===== config.mk =====
export PLATFORM = sky130hd
export DESIGN_NAME = forward_state_metrics
export DESIGN_NICKNAME = d
export VERILOG_FILES = /design/src/rtl/forward_state_metrics.sv
export SDC_FILE = /design/constraint.sdc
export NUM_CORES = 1
export LEC_CHECK = 0
export CORE_MARGIN = 1
export CORE_UTILIZATION = 65
export DETAILED_ROUTE_END_ITERATION = 10
export HOLD_SLACK_MARGIN = 0.08
export PLACE_DENSITY = 0.89
export SYNTH_ARGS = -nofsm -noshare
export SYNTH_HDL_FRONTEND = slang
export SYNTH_SLANG_ARGS = --single-unit

===== constraint.sdc =====
create_clock -name clk -period 13.33 [get_ports clk]
set_input_delay 1.333 -clock clk [delete_from_list [all_inputs] [get_ports clk]]
set_output_delay 1.333 -clock clk [all_outputs]
set_load 0.01 [all_outputs]

===== src/rtl/forward_state_metrics.sv =====
// Forward (alpha) state-metric recursion for a 4-state RSC trellis (1+D+D^2 / 1+D^2), max-product ACS.
// Optional build macro FWD_STATE_METRICS_NORMALIZE_EN: pins state 0 to zero by subtracting it from all metrics.
module forward_state_metrics #(
  parameter int BITS      = 16,
  parameter int FRAME_LEN = 64
) (
  input  logic            clk,
  input  logic            reset,
  input  logic            in_valid,
  input  logic            frame_start,
  input  logic [BITS-1:0] branch_metric [4],
  output logic            out_valid,
  output logic [BITS-1:0] state_metric  [4],
  output logic            frame_done,
  output logic            err
);

  localparam int ACS_W = BITS + 1;
  localparam int RES_W = BITS + 2;

  localparam logic signed [RES_W-1:0] SAT_MAX  = $signed({3'b000, {(BITS-1){1'b1}}});
  localparam logic signed [RES_W-1:0] SAT_MIN  = $signed({3'b111, {(BITS-1){1'b0}}});
  localparam logic signed [BITS-1:0]  INIT_NEG = $signed({2'b11, {(BITS-2){1'b0}}});
  localparam logic [15:0]             LAST_STEP = 16'(FRAME_LEN);

  typedef enum logic {
    IDLE,
    RUN
  } state_e;

  state_e          state_q, state_d;
  logic [15:0]     step_cnt_q, step_cnt_d;
  logic            out_valid_q, out_valid_d;
  logic            frame_done_q, frame_done_d;
  logic            err_q, err_d;
  logic [BITS-1:0] alpha_q [4];
  logic [BITS-1:0] alpha_d [4];

  logic                    accept;
  logic                    init_sel;
  logic [15:0]             step_next;
  logic signed [BITS-1:0]  pred [4];
  logic signed [BITS-1:0]  bm   [4];
  logic signed [ACS_W-1:0] acs  [4];
  logic signed [RES_W-1:0] res  [4];

  function automatic logic signed [ACS_W-1:0] add_ext(input logic signed [BITS-1:0] a,
                                                       input logic signed [BITS-1:0] b);
    return $signed({a[BITS-1], a}) + $signed({b[BITS-1], b});
  endfunction

  function automatic logic signed [ACS_W-1:0] max2(input logic signed [ACS_W-1:0] a,
                                                    input logic signed [ACS_W-1:0] b);
    return (a > b) ? a : b;
  endfunction

  function automatic logic signed [RES_W-1:0] ext_res(input logic signed [ACS_W-1:0] a);
    return $signed({a[ACS_W-1], a});
  endfunction

  function automatic logic [BITS-1:0] sat(input logic signed [RES_W-1:0] v);
    if (v > SAT_MAX) return SAT_MAX[BITS-1:0];
    if (v < SAT_MIN) return SAT_MIN[BITS-1:0];
    return v[BITS-1:0];
  endfunction

  // Datapath: predecessor select, add-compare-select, optional normalisation, saturation.
  always_comb begin
    init_sel = in_valid & frame_start;
    for (int i = 0; i < 4; i++) begin
      bm[i]   = $signed(branch_metric[i]);
      pred[i] = init_sel ? ((i == 0) ? '0 : INIT_NEG) : $signed(alpha_q[i]);
    end
    acs[0] = max2(add_ext(pred[0], bm[0]), add_ext(pred[1], bm[3]));
    acs[1] = max2(add_ext(pred[2], bm[2]), add_ext(pred[3], bm[1]));
    acs[2] = max2(add_ext(pred[0], bm[3]), add_ext(pred[1], bm[0]));
    acs[3] = max2(add_ext(pred[2], bm[1]), add_ext(pred[3], bm[2]));
    for (int i = 0; i < 4; i++) begin
`ifdef FWD_STATE_METRICS_NORMALIZE_EN
      res[i] = ext_res(acs[i]) - ext_res(acs[0]);
`else
      res[i] = ext_res(acs[i]);
`endif
    end
  end

  // Control FSM and next-state values.
  always_comb begin
    // NOTE: every signal assigned here gets a default first so no path infers a latch.
    state_d      = state_q;
    step_cnt_d   = step_cnt_q;
    out_valid_d  = 1'b0;
    frame_done_d = 1'b0;
    err_d        = err_q;
    alpha_d      = alpha_q;
    accept       = in_valid & (frame_start | (state_q == RUN));
    step_next    = step_cnt_q + 16'd1;

    if (in_valid && !frame_start && state_q == IDLE) err_d = 1'b1;

    if (accept) begin
      out_valid_d = 1'b1;
      for (int i = 0; i < 4; i++) alpha_d[i] = sat(res[i]);
      if (frame_start) begin
        state_d    = RUN;
        step_cnt_d = 16'd1;
      end else if (step_next == LAST_STEP) begin
        state_d      = IDLE;
        step_cnt_d   = '0;
        frame_done_d = 1'b1;
      end else begin
        step_cnt_d = step_next;
      end
    end
  end

  // NOTE: sequential state uses non-blocking assignments only; the metric registers are reset too.
  always_ff @(posedge clk) begin
    if (reset) begin
      state_q      <= IDLE;
      step_cnt_q   <= '0;
      out_valid_q  <= 1'b0;
      frame_done_q <= 1'b0;
      err_q        <= 1'b0;
      for (int i = 0; i < 4; i++) alpha_q[i] <= '0;
    end else begin
      state_q      <= state_d;
      step_cnt_q   <= step_cnt_d;
      out_valid_q  <= out_valid_d;
      frame_done_q <= frame_done_d;
      err_q        <= err_d;
      alpha_q      <= alpha_d;
    end
  end

  assign out_valid    = out_valid_q;
  assign frame_done   = frame_done_q;
  assign err          = err_q;
  assign state_metric = alpha_q;

endmodule


==> flow_summary.ini <==
[global_routing]
first_global_vias = 13836
antenna_found_initial = 0
gr-usage-met2_pct = 60.86
busiest_layer = met2
use_met1_pct = 56.28
grt.met3_usage_pct = 6.208
grt.total_usage_pct = 39.73
grt_pass1_wl_um = 71610
grt_max_degree = 59
grt_overflow = 0

[synth]
synthCells = 1902
ys_seq_area_share_pct = 11.91
ys.flop_type = dfxtp_1
synth_cell_type_count = 107
yosysWarnings = 0
syn_area_per_cell_sq_um = 7.420
synth-seq-cells = 84
synth_edf_count = 0
netlist_area_sq_um = 14110
synth_fp_nets = 2123
async_flop_share_pct = 0

[finish]
multi_input_area_sq_um = 11630
final_area_sq_um = 15640
fillCellCount = 1671
drive_gt1_share_pct = 7.070
final_common_cell = nor2_1
final_cell_mix = 181 x nor2_1, 153 x ha_1, 151 x a21oi_1, 132 x clkdlybuf4s50_1, 129 x nand2_1
insertedDiodeCount = 0
seq_area_sq_um = 1682
nets = 2168
final_util_pct = 73.92
area_delta_synth_final_pct = 10.79

[clock_network]
clockRootBuffer = clkbuf_16
cts_tree = built
cts_setup_buffers = 0
ctsHoldBuffers = 0
cts_buffers = 9
clk_pin_slew_ps = 70
insertion_delay_ps = 360
cts.sinks = 84
cts_max_path_buffers = 2
htreeDepth = 3
cts-resized-gates = 0

[critical_path]
timing.rr.start = state_metric[49]
worstPathMaxFanout = 58
cp.required_ps = 13600
end_kind = flop
cp_data_arrival_time_ps = 9320
startpoint = frame_start
crit_type = in2reg
reg2reg_slack_ps = 6670
worstSetupStartpointType = input port

[sta]
rsz0062_at_grt = no
maxSlewViolCount = 0
hold_slack_ps = 489.5
relSlewSlack_pct = 25.97
setup_viol = 0
final-hold-violation-count = 0
fmax_ghz = 0.1105
tns_ps = 0
fin_crit_sh_pct = 67.89
min_period_ps = 9049
final.setup_skew_ps = 11.18
worst_pin_slew_ps = 1110

[routing]
routed_via_density = 6.960
routedWlPerCell_um = 20.27
drt-initial-drc-count = 1806
drc_errors = 0
drt-total-wl_um = 45150
via_count = 15501
ant_nets = 0
drt-pass1-iter-count = 7

[floorplanning]
core_area_sq_um = 21150
die_area_sq_um = 22310
die_h_um = 149.4
pin_count = 135
die_width_um = 149.4
start_util_pct = 66.72
rows = 53

[min_path]
hold_start = state_metric[15]
hp-class = reg2reg

[pwr]
powerDensity_nw_per_um2 = 222.1
leakagePower_uw = 0.006247
ir_drop_uv = 138.2

[job]
drv_cap = 0

[place]
gp_congestion = 1.004
dpl_cell_area_sq_um = 15350
hpwl_um = 34520
port_buffers = 134

[status]
outcome = completed
cell type report:
class / instances / area share [%]
Timing Repair Buffer: 143 / 8.946
Inverter: 78 / 1.872
Tap cell: 275 / 2.201
Sequential cell: 84 / 10.75
Clock inverter: 3 / 0.1200
Multi-Input combinational cell: 1631 / 74.38
Clock buffer: 13 / 1.728
sequential cells by signal (all words and copies together) (netlist names):
signal and cells:
step_cnt_q 16, err 1, state_metric 64, state_q 1, frame_done 1, out_valid 1
Yosys cell counts, types with 45 or more instances:
library cell	n	area share (%)
inv_1	75	2.0
nor2_1	181	4.8
dfxtp_1	84	12
clkbuf_1	71	1.9
o21ai_0	111	3.9
nand2_1	129	3.4
ha_1	153	14
and2_1	45	2.0
xnor2_1	102	6.3
a21oi_1	151	5.4
xor2_1	46	2.9
critical path: stages:
cell and delay [ps]:
buf_2 730, nand2_4 540, buf_4 490, and2_1 270
ha_1 220, maj3_1 400, a21boi_0 300, nor3_1 130
a211oi_1 650, o221ai_1 280, o21ai_0 200, nand2b_1 70
a21oi_1 170, xnor2_1 180, inv_1 90, ha_1 340
nand4_1 130, nor3_1 70, nand2_1 90, nor4_1 50
mux2_2 270, a21oi_1 850, mux2i_1 730, nand2_1 390
o21ai_0 300
metal layers:
metal / wire [um] / up-vias
met5: 0 / -
met3: 5160 / 117
met1: 19460 / 7228
li1: - / 7213
met4: 1231 / 0
met2: 19290 / 943
power breakdown:
part           internal [uW]  switching (uW)
Combinational           1140            1650
Sequential               312             112
Clock                    142             117
Total                   1590            1880
kinds of logic after synthesis:
kind of cell,count (synthesis),share of synthesized area [%]
adder cells (fa/ha/maj),172,14.93
AO/OA/AOI/OAI,667,33.95
multiplexers,31,2.376
XOR/XNOR,148,9.184
flip-flops,84,11.91
buffers and inverters,187,5.798
AND/OR/NAND/NOR,613,21.84
worst paths after layout:
| path | cells past startpoint | end |
|---|---|---|
| worst min-delay path | 2 | state_metric[15] |
| worst max-delay path | 25 | state_metric[16] |
| worst min register to register | 2 | state_metric[15] |
| worst max register to register | 22 | state_metric[16] |
stage by stage:
step / setup WS (ps) / power, uW / std cells
floorplan: 5763 / 2419 / 1902
global placement: 4562 / 3014 / 2211
detailed placement: 4273 / 3089 / 2211
CTS: 4608 / 3372 / 2227
global route: 3895 / 3710 / 2227
finish: 4281 / 3473 / 2227
Power figures use the tool's default switching activity.
